### src/rtl/alu_if.sv
// ALU operand/result bundle.
// Master drives operands and opcode; slave returns result and flags.
interface alu_if;
    logic [31:0] A;
    logic [31:0] B;
    logic [3:0]  ALU_select;
    logic [31:0] out;
    logic        zero_flag;
    logic        carry_flag;
    logic        overflow_flag;
    logic        sign_flag;

    modport master (
        output A, B, ALU_select,
        input  out, zero_flag, carry_flag, overflow_flag, sign_flag
    );

    modport slave (
        input  A, B, ALU_select,
        output out, zero_flag, carry_flag, overflow_flag, sign_flag
    );
endinterface

### src/rtl/alu.sv
// RV32I ALU with registered result and adder-derived condition flags.
// One-cycle latency, full throughput, synchronous active-high reset.
module alu (
    input  logic  clk,
    input  logic  rst,
    alu_if.slave  bus
);
    typedef enum logic [3:0] {
        OP_ADD  = 4'b0000,
        OP_SUB  = 4'b0001,
        OP_PASS = 4'b0011,
        OP_OR   = 4'b0100,
        OP_AND  = 4'b0101,
        OP_XOR  = 4'b0111,
        OP_SLL  = 4'b1000,
        OP_SRL  = 4'b1001,
        OP_SRA  = 4'b1010,
        OP_SLT  = 4'b1101,
        OP_SLTU = 4'b1111
    } op_e;

    logic        is_add;
    logic [31:0] b_op;
    logic [32:0] sum;
    logic        zero_c;
    logic        carry_c;
    logic        ovf_c;
    logic        sign_c;
    logic [4:0]  shamt;
    logic [31:0] res_c;

    // Shared adder: add only for ADD, every other code subtracts so
    // the flags always reflect a compare of A against B.
    always_comb begin
        is_add  = (bus.ALU_select == OP_ADD);
        b_op    = is_add ? bus.B : ~bus.B;
        sum     = {1'b0, bus.A} + {1'b0, b_op} + {32'd0, ~is_add};
        zero_c  = (sum[31:0] == 32'd0);
        carry_c = sum[32];
        sign_c  = sum[31];
        ovf_c   = (bus.A[31] == b_op[31]) && (sum[31] != bus.A[31]);
    end

    // Result mux; undefined codes produce zero.
    always_comb begin
        shamt = bus.B[4:0];
        res_c = 32'd0;
        case (bus.ALU_select)
            OP_ADD:  res_c = sum[31:0];
            OP_SUB:  res_c = sum[31:0];
            OP_PASS: res_c = bus.B;
            OP_OR:   res_c = bus.A | bus.B;
            OP_AND:  res_c = bus.A & bus.B;
            OP_XOR:  res_c = bus.A ^ bus.B;
            OP_SLL:  res_c = bus.A << shamt;
            OP_SRL:  res_c = bus.A >> shamt;
            OP_SRA:  res_c = $unsigned($signed(bus.A) >>> shamt);
            OP_SLT:  res_c = {31'd0, sign_c ^ ovf_c};
            OP_SLTU: res_c = {31'd0, ~carry_c};
            default: res_c = 32'd0;
        endcase
    end

    // Output register; reset wins over any operation at the same edge.
    always_ff @(posedge clk) begin
        if (rst) begin
            bus.out           <= 32'd0;
            bus.zero_flag     <= 1'b0;
            bus.carry_flag    <= 1'b0;
            bus.overflow_flag <= 1'b0;
            bus.sign_flag     <= 1'b0;
        end else begin
            bus.out           <= res_c;
            bus.zero_flag     <= zero_c;
            bus.carry_flag    <= carry_c;
            bus.overflow_flag <= ovf_c;
            bus.sign_flag     <= sign_c;
        end
    end
endmodule

### src/flat_wrapper.sv
// flat-port wrapper written by rule: the top's interface ports become plain ports
module alu_flat 
  (clk, rst, bus_A, bus_B, bus_ALU_select, bus_out, bus_zero_flag, bus_carry_flag, bus_overflow_flag, bus_sign_flag);
  alu_if bus_i ();
  input  logic clk;
  input  logic rst;
  input wire logic [$bits(bus_i.A)-1:0] bus_A;
  input wire logic [$bits(bus_i.B)-1:0] bus_B;
  input wire logic [$bits(bus_i.ALU_select)-1:0] bus_ALU_select;
  output wire logic [$bits(bus_i.out)-1:0] bus_out;
  output wire logic [$bits(bus_i.zero_flag)-1:0] bus_zero_flag;
  output wire logic [$bits(bus_i.carry_flag)-1:0] bus_carry_flag;
  output wire logic [$bits(bus_i.overflow_flag)-1:0] bus_overflow_flag;
  output wire logic [$bits(bus_i.sign_flag)-1:0] bus_sign_flag;
  assign bus_i.A = bus_A;
  assign bus_i.B = bus_B;
  assign bus_i.ALU_select = bus_ALU_select;
  assign bus_out = bus_i.out;
  assign bus_zero_flag = bus_i.zero_flag;
  assign bus_carry_flag = bus_i.carry_flag;
  assign bus_overflow_flag = bus_i.overflow_flag;
  assign bus_sign_flag = bus_i.sign_flag;
  alu u_core (.clk(clk), .rst(rst), .bus(bus_i));
endmodule
### config.mk
export PLATFORM = sky130hd
export DESIGN_NAME = alu_flat
export DESIGN_NICKNAME = d
export VERILOG_FILES = /design/src/rtl/alu_if.sv /design/src/rtl/alu.sv /design/src/flat_wrapper.sv
export SDC_FILE = /design/constraint.sdc
export NUM_CORES = 1
export LEC_CHECK = 0
export BUFFER_PORTS_ARGS = -buffer_cell sky130_fd_sc_hd__buf_2
export CAP_MARGIN = 20
export CORE_UTILIZATION = 55
export CTS_CLUSTER_DIAMETER = 30
export DETAILED_ROUTE_END_ITERATION = 6
export PLACE_DENSITY_LB_ADDON = 0.25
export SYNTH_ARGS = -nofsm -noshare
export SYNTH_HDL_FRONTEND = slang
export SYNTH_SLANG_ARGS = --single-unit
### constraint.sdc
create_clock -name clk -period 3.9 [get_ports clk]
set_input_delay 0.39 -clock clk [delete_from_list [all_inputs] [get_ports clk]]
set_output_delay 0.39 -clock clk [all_outputs]
set_load 0.01 [all_outputs]
* Word-level counts from Yosys, hierarchy flattened
Index checks and enable logic that the tools add are counted.
** Word-level totals
- Register bits :: 36
- Output and inout port bits :: 36
- Word-level logic and storage cells :: 35
** Operators by class
- Add/subtract/negate cells :: 2
- Eq/ne operators :: 12
- Shift-type cells :: 3
- Muxes and demuxes :: 2
- Bitwise logic cells :: 7
- Reduce and logical (&&, ||, !) cells :: 4
** Operators by type and width (count)
- 32-bit one-hot mux with 10 select lines :: 1
- 32-bit by 32-bit adder with 33-bit output :: 1
- 33-bit by 1-bit adder with 33-bit output :: 1
- 32-bit bitwise AND :: 1
- 32-bit zero test :: 1
- 32-bit two-way mux :: 1
- 32-bit NOT :: 1
- 32-bit OR :: 1
- 32-bit by 5-bit left shift with 32-bit output :: 1
- 32-bit by 5-bit >> shifter with 32-bit output :: 1
- 32-bit by 5-bit >>> shifter with 32-bit output :: 1
- 32-bit bitwise XOR :: 1
- 4-bit == test (second input constant) :: 5
- 4-bit by 3-bit == test with 1-bit output (second input constant) :: 3
- 4-bit by 1-bit == test with 1-bit output (second input constant) :: 1
- 4-bit by 2-bit == test with 1-bit output (second input constant) :: 1
- 4-bit zero test :: 1
- 1-bit NOT :: 2
- 2-bit OR reduction :: 1
- 1-bit == test :: 1
- 1-bit logical AND :: 1
- 1-bit != test :: 1
- 1-bit bitwise XOR :: 1

* Logic depth before layout (Yosys ltp)
Gate-level depths: netlist of run 1.
- Word-level depth :: 8
- Mapped depth :: 15
- Depth with buffers taken out :: 12

* Worst setup path before layout of run 1
OpenSTA, ideal clock, no wires.
- Path kind :: input to register
- From :: in bus_B[1]
- To :: reg u_core.bus.zero_flag
- Data arrival time :: 4.066 ns
- Path slack :: -0.231 ns
- Stages :: 15
- Path through :: clkbuf_1 buf_2 clkbuf_1 buf_1 xnor2_1 ha_1 nand3b_1 o2111a_1 a2111oi_1 a211oi_2 and3_1 or4_1 nor4_1 nand4_1 nor2_1
** Between the ends
- Longest elaborated chain between the ends :: 5
** RTL lines
- from (decl) :: RTL line flat_wrapper.sv:8 : input wire logic [$bits(bus_i.B)-1:0] bus_B;
- 32-bit NOT :: RTL line alu.sv:36 : b_op = is_add ? bus.B : ~bus.B;
- 32-bit two-way mux (*) :: RTL line alu.sv:36
- 32-bit by 32-bit adder with 33-bit output (*) :: RTL line alu.sv:37 : sum = {1'b0, bus.A} + {1'b0, b_op} + {32'd0, ~is_add};
- 33-bit by 1-bit adder with 33-bit output (*) :: RTL line alu.sv:37
- 32-bit zero test (*) :: RTL line alu.sv:38 : zero_c = (sum[31:0] == 32'd0);
- to (signal assigned) :: RTL line alu.sv:74 : bus.zero_flag <= zero_c;
- to (decl) :: RTL line alu_if.sv:20 : output out, zero_flag, carry_flag, overflow_flag, sign_flag
Every way passes the cells marked *; elsewhere a longest branch is shown, timed or not.
A chain may end at the register's enable or synchronous reset.

* Worst setup path after layout of run 1
- From :: in bus_ALU_select[1]
- To :: reg u_core.bus.zero_flag
** Between the ends
- Longest elaborated chain between the ends :: 5
** RTL lines
- from (decl) :: RTL line flat_wrapper.sv:9 : input wire logic [$bits(bus_i.ALU_select)-1:0] bus_ALU_select;
- 4-bit zero test (*) :: RTL line alu.sv:35 : is_add = (bus.ALU_select == OP_ADD);
- 32-bit two-way mux :: RTL line alu.sv:36
- 32-bit by 32-bit adder with 33-bit output :: RTL line alu.sv:37
- 33-bit by 1-bit adder with 33-bit output (*) :: RTL line alu.sv:37
- 32-bit zero test (*) :: RTL line alu.sv:38
Marked as above.

==> results of run 1 <==
[metrics by stage]
stage,hold slack [ps],utilization
floorplan,462,-
global placement,688,0.673
detailed placement,684,0.673
CTS,375,0.684
global route,380,0.684
finish,402,0.684
[placed cells by master, fill, tap and decap left out, types with 14 or more instances in the layout]
| cell type | synthesis | layout |
|---|---|---|
| sky130_fd_sc_hd__xnor2_1 | 38 | 38 |
| sky130_fd_sc_hd__dfxtp_1 | 36 | 36 |
| sky130_fd_sc_hd__and3_1 | 14 | 14 |
| sky130_fd_sc_hd__nor2_1 | 141 | 140 |
| sky130_fd_sc_hd__nand2_1 | 106 | 106 |
| sky130_fd_sc_hd__nand2b_1 | 18 | 18 |
| sky130_fd_sc_hd__a21o_1 | 15 | 15 |
| sky130_fd_sc_hd__a21oi_1 | 89 | 89 |
| sky130_fd_sc_hd__nor3_1 | 33 | 31 |
| sky130_fd_sc_hd__buf_4 | 0 | 146 |
| sky130_fd_sc_hd__inv_1 | 69 | 68 |
| sky130_fd_sc_hd__o211ai_1 | 19 | 19 |
| sky130_fd_sc_hd__buf_2 | 9 | 105 |
| sky130_fd_sc_hd__a31oi_1 | 22 | 22 |
| sky130_fd_sc_hd__nand3_1 | 27 | 27 |
| sky130_fd_sc_hd__o21ai_0 | 100 | 100 |
| sky130_fd_sc_hd__a22oi_1 | 26 | 26 |
| sky130_fd_sc_hd__mux4_2 | 26 | 26 |
| sky130_fd_sc_hd__mux2i_1 | 59 | 59 |
| sky130_fd_sc_hd__ha_1 | 97 | 97 |
| sky130_fd_sc_hd__a211oi_1 | 17 | 17 |
| sky130_fd_sc_hd__a221oi_1 | 15 | 15 |
[worst min path at each step]
stage / start / end / slack, ps / depth (start not counted)
after floorplan: rst / u_core.bus.sign_flag / 460 / 1
after global routing: rst / u_core.bus.sign_flag / 380 / 2
after CTS: rst / u_core.bus.sign_flag / 380 / 2
after detailed placement: rst / u_core.bus.sign_flag / 680 / 2
after global placement: rst / u_core.bus.sign_flag / 690 / 2
final: rst / u_core.bus.sign_flag / 400 / 2
[state kept, by name, summed over array words and instances, names as in the netlist]
register / count
u_core.bus.out: 32
u_core.bus.carry_flag: 1
u_core.bus.overflow_flag: 1
u_core.bus.sign_flag: 1
u_core.bus.zero_flag: 1
[power groups by stage]
stage / clock network [mW] / logic [mW] / registers, mW
2_1_floorplan: 0 / 0.879 / 0.428
3_3_place_gp: 0 / 1.51 / 0.411
3_5_place_dp: 0 / 1.53 / 0.411
4_1_cts: 0.487 / 1.54 / 0.404
5_1_grt: 0.502 / 1.70 / 0.406
6_report: 0.482 / 1.59 / 0.404
[cell type report]
class,instances,share of cell area
timing repair buffer,254,0.160
tap,211,0.0251
multi-input combinational,1035,0.705
inverter,71,0.0253
sequential,36,0.0685
clock buffer,5,0.0119
clock inverter,3,0.00440
[kinds of logic after synthesis]
logic type | count (synthesis) | share of synthesized area
AO/OA/AOI/OAI | 396 | 0.300
buffers and inverters | 163 | 0.0713
flip-flops | 36 | 0.0825
AND/OR/NAND/NOR | 401 | 0.213
adder cells (fa/ha/maj) | 98 | 0.141
multiplexers | 93 | 0.145
XOR/XNOR | 47 | 0.0471
[critical path: stages]
cell and delay, ps:
sky130_fd_sc_hd__buf_2 120, sky130_fd_sc_hd__nor4_4 320, sky130_fd_sc_hd__buf_12 210, sky130_fd_sc_hd__buf_4 160
sky130_fd_sc_hd__xnor2_1 120, sky130_fd_sc_hd__ha_1 270, sky130_fd_sc_hd__and3_1 220, sky130_fd_sc_hd__a221o_1 390
sky130_fd_sc_hd__nand4_1 210, sky130_fd_sc_hd__a21oi_1 120, sky130_fd_sc_hd__xor2_1 160, sky130_fd_sc_hd__or4_1 590
sky130_fd_sc_hd__nor4_1 330, sky130_fd_sc_hd__buf_4 170, sky130_fd_sc_hd__nand4_1 70, sky130_fd_sc_hd__nor2_1 100
[metal layers]
metal,up-vias,wire [µm],part of all wire,global-route usage
met5,-,0,0,0
met4,0,2240,0.061,0.237
met3,153,3990,0.11,0.0922
met2,768,16100,0.44,0.726
met1,4935,14200,0.39,0.566
li1,4899,-,-,-
==> results summary, run 1 <==
The biggest area contributor in the post-synthesis netlist is sky130_fd_sc_hd__ha_1. The placed instances occupy a cell area of 0.0103 mm². The post-layout instance area is 0.0105 mm².

The logic gate share of total power is 0.642. In this run the worst setup path begins at bus_ALU_select[1]. Summing every instance area after synthesis gives 0.00874 mm². The number of CTS-inserted buffers is 5. The count of buffers added on input and output ports is 105. The register area came out at 721 µm². At the placement stage, the worst setup path has a slack of -52.4 ps. The count of fill cells added during filler insertion is 1,425. The sequential fraction of design power came out at 0.163. The maximum vdd ir drop came out at 0.000169 V.

The number of global-route vias before repair is 9,975. The die area is 0.0164 mm². The primary flip-flop cell chosen by synthesis mapping is sky130_fd_sc_hd__dfxtp_1.

Across every metal layer, demand over resource in global routing totals 0.451. The flow ran to the end, and the final reports show no timing, DRC or antenna violations. In the synthesized netlist, the cells that appear most often are 141 x sky130_fd_sc_hd__nor2_1, 106 x sky130_fd_sc_hd__nand2_1, 100 x sky130_fd_sc_hd__o21ai_0.

The final clock period utilization by the worst path came out at 0.960. The total power came out at 2.48 mW. Among all cell types in the netlist, the one instantiated most often is sky130_fd_sc_hd__nor2_1. The setup path with the least slack is of type input port to flip-flop.

The number of hold violations in the final report came out at 0. The number of different library cells in the post-synthesis netlist came out at 77. The count of flip-flops with a built-in enable after synthesis came out at 0.

The share of synthesized flip-flops with an asynchronous set or reset is 0. The most critical setup path has its endpoint at u_core.bus.zero_flag. The root buffer cell is sky130_fd_sc_hd__clkbuf_16.

The total of max-cap violations came out at 0. Entering global routing, the biggest net connects 82 pins. The number of pins exceeding their max-slew limit in the final report was 0. The critical-path maximum fanout is 14.

The cell internal power dissipation is 1.37 mW. The fraction of final layout cells with drive strength greater than 1 came out at 0.226. The effective utilization at floorplan is 0.569. In this run, synthesis produced a sequential element count of 36. The chip width came out at 128 µm. The number of search-and-repair iterations in the first detailed-routing pass came out at 7. The number of nets still failing antenna checks after routing came out at 0. The area growth from synthesis to layout came out at 20.3%. The total vias in the final route came out at 10,800. The number of antenna violations at the first check in global routing came out at 0. The final worst slack came out at 156 ps. The final routed DRC violation total is 0. The switching share of power came out at 0.447. Yosys printed 0 warnings.

The first-pass GRT wire length came out at 56,100 µm. STA classifies the critical path startpoint as an input port. The number of nets in the final layout is 1,571. STA classifies the critical path endpoint as a flip-flop. The maximum clock rate is 267 MHz. The count of placed standard cells in the final layout, fillers left out came out at 1,615. The worst path arrival time is 3980 ps. After clock tree synthesis, the setup repair step added 0 buffers.

The die is 128 µm tall. Buffers inserted to repair hold after CTS numbered 0. The setup total negative slack is 0 ps. Clock tree synthesis found a total of 36 sinks. The mean instance size in the synthesized netlist is 7.08 µm².

The area of the multi-input gates came out at 0.00741 mm². The aggregate routed wire length came out at 36,600 µm. In the routed layout, each cell is associated on average with a via count of 6.66. After the first detailed-routing iteration, the DRC count stood at 1,383. The normalized max-slew margin is 0.370. The area of the core came out at 0.0154 mm².

The number of nets in the synthesized netlist is 1,402. The actual transition at the worst max-transition pin is 938 ps. The reported net switching power is 1.11 mW. The total of cells resized after clock tree synthesis is 0.

Of the total power, the clock network draws 0.195. Yosys attributes the largest share of cell area to sky130_fd_sc_hd__ha_1 14%, sky130_fd_sc_hd__dfxtp_1 8.2%, sky130_fd_sc_hd__mux2i_1 6.8%. TritonCTS built the clock tree. The worst min-delay path category is input port to flip-flop. The cell count after placement came out at 1,607.

In the final routed layout, each cell accounts on average for 22.6 µm. The total leakage power came out at 4.78 nW. The number of antenna diodes is 0. The post-synthesis cell count is 1,234. The aggregate global routing overflow is 0. The longest clock path from root to sink contains 2 buffers. The cell area power density came out at 235 mW/mm². The clock transition time at the flip-flop clock pins of the worst setup and hold paths is 60 ps. Setup violations remaining at the end of the flow were counted as 0. The H-tree depth came out at 2. Setup repair after global routing left no endpoint under its margin. Counting I/O delays and the setup requirement, the final critical path takes 3740 ps. The area share of the largest cell type after synthesis came out at 0.139. The post-synthesis sequential area ratio came out at 0.0825. The top-level I/O count is 106. After legalization and detailed placement, the total HPWL measured 29,000 µm. In this run the core area contains 45 standard-cell rows.

The data required time at the worst endpoint is 4130 ps. The routability-driven placement congestion ratio is 1.07.
No activity file was read; power rests on OpenSTA's default activity.
==> run 2, diff against run 1 <==
==> constraint.sdc (replaced) <==
create_clock -name clk -period 3.9 [get_ports clk]
set_input_delay 0 -clock clk [delete_from_list [all_inputs] [get_ports clk]]
set_output_delay 0 -clock clk [all_outputs]
set_load 0.01 [all_outputs]
==> results summary, run 2 (same netlist as run 1, synthesis figures left out) <==
STA puts the critical path data required time at 4130 ps. For the worst setup path, the data arrival time is 3800 ps. The clock tree from TritonCTS is done. In this design, the stage delay of the slowest critical-path cell is 470 ps. Row generation in the floorplan step produced 45 rows. The register with the most flip-flops in the layout has 32 of them. The number of clock buffers added by TritonCTS is 5. Once placement completed, the tool counted placed cells totaling 1,498. The number of hold violations in the final report is 0.

The average routed wire per standard cell is 23.6 µm. Max-cap violations in this run came to 0. The worst min-delay path category is input port to flip-flop. The normalized max-slew margin is 0.328. In the routed design, unresolved DRC markers number 0.

The library cells used most frequently in the layout, excluding fill and tap cells, are 140 x sky130_fd_sc_hd__nor2_1, 106 x sky130_fd_sc_hd__nand2_1, 105 x sky130_fd_sc_hd__buf_2. The number of buffers on the longest clock path came out at 2. Of the available clock period, the critical path in the final layout requires 0.915. The critical path is of the input port to flip-flop type. Ranked by flip-flop count, first place goes to u_core.bus.out. The cell class contributing the biggest share of worst-path delay is simple AND/OR/NAND/NOR gates.

The top-level I/O count is 106. Traced cell by cell, the critical path runs through buf_2, nor4_4, buf_12, buf_4, xnor2_1, ha_1, nand2_1, o21ai_0, nor2b_1, or3_1, nor3_1, o22ai_1, nor4_1, nand4_1, nor2_1. The number of nets in the final layout is 1,463. The total leakage power came out at 4.24 nW. The H-tree generated during clock tree synthesis spans 2 levels. The clock transition time at the flip-flop clock pins of the worst setup and hold paths came out at 60 ps.

The aggregate global routing overflow came out at 0. Detailed placement ended at an HPWL of 27,800 µm. The die is 128 µm tall. For this design, the sink count on the clock tree is 36. STA classifies the critical path startpoint as an input port. The aggregate routed wire length came out at 35,600 µm. The largest individual stage delay along the critical path comes from the cell sky130_fd_sc_hd__nor4_1.

The fraction of final layout cells with drive strength greater than 1 came out at 0.161. The die covers 0.0164 mm². The critical-path maximum fanout came out at 26.

The area of the multi-input gates is 0.00742 mm². The commonest non-fill, non-tap cell in the layout is sky130_fd_sc_hd__nor2_1. The number of search-and-repair iterations in the first detailed-routing pass is 5.

The register area came out at 721 µm². The actual transition at the worst max-transition pin is 1000 ps. The routability-driven placement congestion ratio is 1.01. The setup total negative slack is 0 ps.

For this design the ratio of total power to cell area is 230 mW/mm². The count of fill cells added during filler insertion came out at 1,505. The post-CTS setup-driven buffer insertion count is 0. The worst hold path begins at bus_B[30]. The largest net degree at the start of global routing is 82. The number of global-route vias before repair is 9,093. The number of nets still failing antenna checks after routing came out at 0.

The critical path contains buffers and inverters numbering 3 combined. Relative to the synthesized area, the layout overhead comes to 10.6%. The flow ran to the end, and the final reports show no timing, DRC or antenna violations. The number of vias per cell after detailed routing is 6.80.

The global-route usage over all layers is 0.434. IR analysis of the VDD net gives a maximum drop of 0.000159 V. Clock tree synthesis selected as its root buffer the cell sky130_fd_sc_hd__clkbuf_16. In this run the tool buffered the top-level ports with 105 buffer cells.

The worst setup path is captured at a flip-flop. The worst path needs 3570 ps of the cycle, external delays included. The effective utilization at floorplan came out at 0.569.

The total vias in the final route is 10,300. The first-pass GRT wire length is 53,800 µm. Tracing the worst setup path back leads to its startpoint at bus_ALU_select[1].

The DRC marker count from the first detailed-route iteration is 1,396. The number of antenna diodes came out at 0. The count of placed standard cells in the final layout, fillers left out is 1,507. Derived from the worst setup path, the maximum achievable clock frequency is 280 MHz. The number of antenna violations at the first check in global routing came to 0. The area of the core is 0.0154 mm². Setup repair after global routing left no endpoint under its margin.

The number of pins exceeding their max-slew limit in the final report came out at 0. The number of setup violations in the final report came out at 0. The chip width came out at 128 µm.
## run 2: area by class of cell
| cell class | count | share of cell area |
|---|---|---|
| clock buffer | 5 | 0.0129 |
| timing repair buffer | 146 | 0.0877 |
| clock inverter | 3 | 0.00246 |
| sequential | 36 | 0.0745 |
| tap | 211 | 0.0273 |
| inverter | 71 | 0.0276 |
| multi-input combinational | 1035 | 0.767 |
## run 2: worst min-delay path, stage by stage
cell,delay (ps)
sky130_fd_sc_hd__buf_2,140
sky130_fd_sc_hd__a221oi_1,90
sky130_fd_sc_hd__nand3_1,80
sky130_fd_sc_hd__o21a_1,120
## run 2: power breakdown
part | switching (mW) | internal, mW
sequential | 0.00695 | 0.397
combinational | 0.879 | 0.530
clock | 0.176 | 0.238
total | 1.06 | 1.16
## run 2: repair_timing
item,in CTS,in global routing
endpoints found under the hold margin,1,0
hold buffers,1,0
gates resized for setup,0,1
endpoints found under the setup margin,0,1
## run 2: per-layer routing
| layer | up-vias | part of all wire | global-route usage |
|---|---|---|---|
| met1 | 4723 | 0.40 | 0.561 |
| met5 | - | 0 | 0 |
| met3 | 104 | 0.10 | 0.0743 |
| met2 | 735 | 0.46 | 0.716 |
| li1 | 4691 | - | - |
| met4 | 0 | 0.046 | 0.174 |
## run 2: final timing paths
path,end,slack (ps),depth (start not counted)
setup / recovery,u_core.bus.zero_flag,330,15
hold / removal,u_core.bus.out[30],170,4
## run 2: per-stage QoR
step / area (µm²) / hold WS [ps] / util / power [mW] / worst slack, ps
5_1_grt: 9670 / 188 / 0.629 / 2.35 / 73.0
3_3_place_gp: 9500 / 292 / 0.618 / 1.75 / 202
4_1_cts: 9660 / 171 / 0.629 / 2.18 / 341
3_5_place_dp: 9500 / 294 / 0.618 / 1.77 / 83.8
2_1_floorplan: 8740 / 72.4 / - / 1.31 / 159
6_report: 9670 / 170 / 0.629 / 2.23 / 333
